### src/rtl/hc86_bist_ctrl.sv
// hc86_bist_ctrl
// Exhaustive built-in self test sequencer for a quad 2-input XOR unit.
// Walks all 256 combinations of the two 4-bit operands. Each vector is driven,
// allowed to settle for SETTLE cycles, and then the returned Y is compared
// against A xor B.
//
// Ports
//   clk       sole clock, rising edge
//   rst       asynchronous active-high reset
//   start     begin a full test (ignored while busy)
//   abort     cancel a running test; wins over start
//   a_out     A operand to the XOR unit (vec[7:4])
//   b_out     B operand to the XOR unit (vec[3:0])
//   y_in      Y result from the XOR unit, sampled only in CHECK
//   busy      test in progress (DRIVE, SETTLE, CHECK)
//   done      test completed, held until the next start
//   pass      done with zero mismatching vectors
//   err_cnt   number of mismatching vectors, 0..256
//   fail_vec  sticky per-gate mismatch flags
//
// state  | meaning
// IDLE   | waiting for start, operands zero
// DRIVE  | present current vector, load settle timer
// SETTLE | hold operands while the settle timer runs down to zero
// CHECK  | compare y_in, accumulate errors, advance or finish
// FINISH | results valid, done asserted, waiting for start

module hc86_bist_ctrl #(
  parameter int unsigned SETTLE = 2
) (
  input  logic       clk,
  input  logic       rst,
  input  logic       start,
  input  logic       abort,
  output logic [4:1] a_out,
  output logic [4:1] b_out,
  input  logic [4:1] y_in,
  output logic       busy,
  output logic       done,
  output logic       pass,
  output logic [8:0] err_cnt,
  output logic [4:1] fail_vec
);

  typedef enum logic [2:0] {
    S_IDLE,
    S_DRIVE,
    S_SETTLE,
    S_CHECK,
    S_FINISH
  } state_t;

  // Timer counts SETTLE-1 down to 0, giving exactly SETTLE cycles in SETTLE.
  localparam logic [3:0] SETTLE_LOAD = 4'(SETTLE - 1);

  state_t     state, state_nxt;
  logic [7:0] vec;
  logic [3:0] settle_cnt;
  logic [4:1] mismatch;
  logic       launch;

  // A fresh test may be launched from IDLE or FINISH; abort always wins.
  assign launch   = ((state == S_IDLE) || (state == S_FINISH)) && start && !abort;
  assign mismatch = y_in ^ (vec[7:4] ^ vec[3:0]);

  always_ff @(posedge clk or posedge rst) begin
    if (rst) state <= S_IDLE;
    else     state <= state_nxt;
  end

  always_comb begin
    state_nxt = state;
    unique case (state)
      S_IDLE:   if (launch) state_nxt = S_DRIVE;
      S_DRIVE:  state_nxt = abort ? S_IDLE : S_SETTLE;
      S_SETTLE: begin
        if (abort)                  state_nxt = S_IDLE;
        else if (settle_cnt == 4'd0) state_nxt = S_CHECK;
      end
      S_CHECK: begin
        if (abort)              state_nxt = S_IDLE;
        else if (vec == 8'hff)  state_nxt = S_FINISH;
        else                    state_nxt = S_DRIVE;
      end
      S_FINISH: begin
        if (start && abort) state_nxt = S_IDLE;
        else if (launch)    state_nxt = S_DRIVE;
      end
      default:  state_nxt = S_IDLE;
    endcase
  end

  // Datapath: on abort the partial err_cnt/fail_vec are left untouched,
  // including an abort that lands in CHECK.
  always_ff @(posedge clk or posedge rst) begin
    if (rst) begin
      vec        <= 8'd0;
      settle_cnt <= 4'd0;
      err_cnt    <= 9'd0;
      fail_vec   <= 4'b0000;
    end else if (launch) begin
      vec        <= 8'd0;
      err_cnt    <= 9'd0;
      fail_vec   <= 4'b0000;
    end else if (!abort) begin
      case (state)
        S_DRIVE:  settle_cnt <= SETTLE_LOAD;
        S_SETTLE: if (settle_cnt != 4'd0) settle_cnt <= settle_cnt - 4'd1;
        S_CHECK: begin
          if (mismatch != 4'b0000) err_cnt <= err_cnt + 9'd1;
          fail_vec <= fail_vec | mismatch;
          if (vec != 8'hff) vec <= vec + 8'd1;
        end
        default: ;
      endcase
    end
  end

  always_comb begin
    busy  = 1'b0;
    done  = 1'b0;
    pass  = 1'b0;
    a_out = 4'b0000;
    b_out = 4'b0000;
    case (state)
      S_DRIVE, S_SETTLE, S_CHECK: begin
        busy  = 1'b1;
        a_out = vec[7:4];
        b_out = vec[3:0];
      end
      S_FINISH: begin
        done = 1'b1;
        pass = (err_cnt == 9'd0);
      end
      default: ;
    endcase
  end

endmodule
### config.mk
export PLATFORM = sky130hd
export DESIGN_NAME = hc86_bist_ctrl
export DESIGN_NICKNAME = d
export VERILOG_FILES = /design/src/rtl/hc86_bist_ctrl.sv
export SDC_FILE = /design/constraint.sdc
export NUM_CORES = 1
export LEC_CHECK = 0
export ABC_AREA = 1
export CORE_UTILIZATION = 53
export CTS_BUF_LIST = sky130_fd_sc_hd__clkbuf_16
export DETAILED_ROUTE_END_ITERATION = 10
export PLACE_DENSITY = 0.8
export SLEW_MARGIN = 20
export SYNTH_ARGS = -nofsm -noshare
export SYNTH_HDL_FRONTEND = slang
export SYNTH_SLANG_ARGS = --single-unit
export TNS_END_PERCENT = 20
### constraint.sdc
create_clock -name clk -period 1.6 [get_ports clk]
set_input_delay 0.32 -clock clk [delete_from_list [all_inputs] [get_ports clk]]
set_output_delay 0.32 -clock clk [all_outputs]
set_load 0.01 [all_outputs]
==> run metrics <==
placeable core area 0.00334 sq mm; via count of the first global-routing pass 1,602; H-tree level count 1; maximum buffer depth of the clock tree 2; GPL Wtd Cong 0.861; run status complete, but fails checks; worst setup skew after layout 0.00795 ns; Setup WS post-layout -0.0962 ns; syn avg cell area 7.38 sq um; combined area of the multi-input logic cells 0.00104 sq mm; Critical Path RT 1.28 ns; minimum setup slack after placement -0.197 ns; Top-Level Pins 32; Final Core Density 78.9%; post-synthesis to final-layout area growth 42.6%; Skew-Pair Late Insertion Delay 0.27 ns; Post-CTS Hold Buffers 0; top cells by area, synth sky130_fd_sc_hd__dfrtp_1, sky130_fd_sc_hd__nand2_1, sky130_fd_sc_hd__inv_1; CP startpoint kind register; count of nets left with antenna violations after detail routing 0; max frequency 590 MHz; most used standard cell by instance count after synthesis sky130_fd_sc_hd__nand2_1; Worst R2R End state[0]; remaining global-route overflow 0; Total Routed Length 4.94 mm; fraction of final layout cells sized beyond drive strength 1 30.0%; clock tree from TritonCTS done; post-layout minimum cycle time 1.70 ns; Setup Crit Path Kind reg2out; overall die height 61.0 um; count of port buffers added during placement 31; Crit Path Max Fanout 2; Data arrival, critical path 1.38 ns; Peak VDD IR 0.789 mV; total of max-cap violations 0; EDFF count, synth 0; top cells by instance count after synthesis sky130_fd_sc_hd__nand2_1, sky130_fd_sc_hd__inv_1, sky130_fd_sc_hd__nor2_1, sky130_fd_sc_hd__dfrtp_1, sky130_fd_sc_hd__nand3_1; total track usage 26.3%; RSZ-0062 raised after global routing true; width of the die 61.0 um; Inserted Clock Buffers 3; most frequently used flop master after synthesis sky130_fd_sc_hd__dfrtp_1; Critical Path Sink Type output port; max_slew headroom 75.5%; Hold WS 0.414 ns; DRC marker count from the first detailed-route iteration 134; # nets final 337; area leader, netlist sky130_fd_sc_hd__dfrtp_1; total power draw 0.00367 W; class of the most critical hold timing path in2async; Seq cells post-synth 28; total non-filler cell area in the finished layout 0.00263 sq mm; total power divided by cell area 1390 mW/mm^2; initial antenna violation count 0; register-to-register path setup slack -0.01 ns; initial core utilization 55.3%; synthesized netlist cell count 250; register area share after synthesis 38.0%; filler instances 232; DRC violation count after routing 0; register area 701 sq um; total clock sinks 28; largest net degree at the start of global routing 29; clock-pin slew on the worst setup and hold paths 0.07 ns; routed length per instance 13.4 um; area of the mapped netlist 0.00185 sq mm; Final Slew Violations 0; Row Count 21; number of optimization iterations in the first detailed-route pass 4; portion of synthesized cell area occupied by the leading cell type 38.0%; Synth Net Count 263; R2R depth 9; number of distinct standard cells referenced by the synthesized netlist 33; antenna cells 0; CTS Root Cell sky130_fd_sc_hd__clkbuf_16; number of hold violations in the final report 0; final setup violation count 2; wire length of the first global-routing pass 7.14 mm; Syn. warnings 0; Slew @ Worst Pin 0.367 ns; Post-DP HPWL 3.27 mm; violations in the final reports setup timing; reported leakage power 1.42 nW; Post-DP Area 0.00248 sq mm; via count of the routed design 1,907; die footprint 0.00372 sq mm; startpoint of the lowest-slack register-to-register path vec[0]; fraction of registers with async set or reset after synthesis 100%; share of the cycle needed by the critical path after routing 106%; vias per inst 5.17
## flip-flops by register name (all words and copies together), names as in the netlist
signal and cells:
err_cnt 9, fail_vec 4, settle_cnt 4, state 3
vec 8
## logic make-up after synthesis
kind of cell / count (synthesis) / share of synthesized area [%]
and+or+nand+nor: 144 / 37.7
buffers and inverters: 42 / 9.29
DFF: 28 / 38.0
AOI/OAI and AO/OA: 25 / 8.81
xor gates and xnor gates: 6 / 2.85
adders and majority gates: 5 / 3.39
## worst max path at each step
stage	from	endpoint	slack, ns	cells after the start
finish	err_cnt[4]	pass	-0.1	4
detailed placement	abort	settle_cnt[3]	-0.20	8
floorplan	vec[0]	vec[2]	0.18	9
CTS	err_cnt[4]	pass	-0.24	4
global placement	abort	settle_cnt[0]	-0.14	9
global route	err_cnt[4]	pass	-0.14	4
## critical path, cell delays in order (launching register included)
cell and delay, ns:
sky130_fd_sc_hd__dfrtp_1 0.42, sky130_fd_sc_hd__nor4_4 0.28, sky130_fd_sc_hd__nand4_1 0.16, sky130_fd_sc_hd__nor2_1 0.11, sky130_fd_sc_hd__buf_2 0.14
## cell type report
type                    count  area share [%]
multi-input cells         180            39.5
flip-flops and latches     28            26.6
repair buffers             71            22.9
inverters                  40            5.80
clock buffers               3            2.85
well taps                  46            2.19
clock inverters             1           0.143
## placed cells by master, fill, tap and decap left out, types with 4 or more instances in the layout
master / netlist / final
sky130_fd_sc_hd__nand2_4: 3 / 4
sky130_fd_sc_hd__inv_1: 33 / 30
sky130_fd_sc_hd__nand2_2: 8 / 9
sky130_fd_sc_hd__ha_1: 5 / 4
sky130_fd_sc_hd__xor2_1: 6 / 6
sky130_fd_sc_hd__clkdlybuf4s50_1: 0 / 10
sky130_fd_sc_hd__nor3_1: 6 / 6
sky130_fd_sc_hd__o21ai_2: 7 / 8
sky130_fd_sc_hd__a21oi_1: 7 / 7
sky130_fd_sc_hd__nor2_1: 33 / 32
sky130_fd_sc_hd__dfrtp_1: 28 / 28
sky130_fd_sc_hd__buf_4: 1 / 37
sky130_fd_sc_hd__dlygate4sd2_1: 0 / 8
sky130_fd_sc_hd__nand2_1: 57 / 54
sky130_fd_sc_hd__inv_2: 6 / 9
sky130_fd_sc_hd__nand3_1: 21 / 21
sky130_fd_sc_hd__nand4_1: 4 / 4
sky130_fd_sc_hd__clkbuf_2: 0 / 8
## report_power, final
group / switching [W] / internal [W] / leakage, nW
Clock: 0.000247 / 0.000336 / 0.0385
Sequential: 0.000177 / 0.000931 / 0.376
Combinational: 0.00111 / 0.000871 / 1.01
## metrics by stage
step                      std cells  TNS (ns)
after global placement          358     -2.27
after CTS                       362    -0.282
final                           369    -0.111
after global routing            369    -0.635
after floorplan                 250         0
after detailed placement        358     -3.61
## timing repair
| item | CTS | global route |
|---|---|---|
| buffers inserted | 0 | 7 |
| resized for setup | 29 | 30 |
| cloned | 0 | 0 |
| pin swaps | 2 | 7 |
| endpoints found under the setup margin | 24 | 32 |
## layer usage
layer | vias to the layer above | routed length [um] | global-route usage [%]
met5 | - | 0 | 0
met4 | 0 | 93 | 8.77
met3 | 11 | 168 | 2.94
met2 | 49 | 2460 | 44.0
met1 | 909 | 2220 | 35.9
li1 | 938 | - | -
Power figures use the tool's default switching activity.
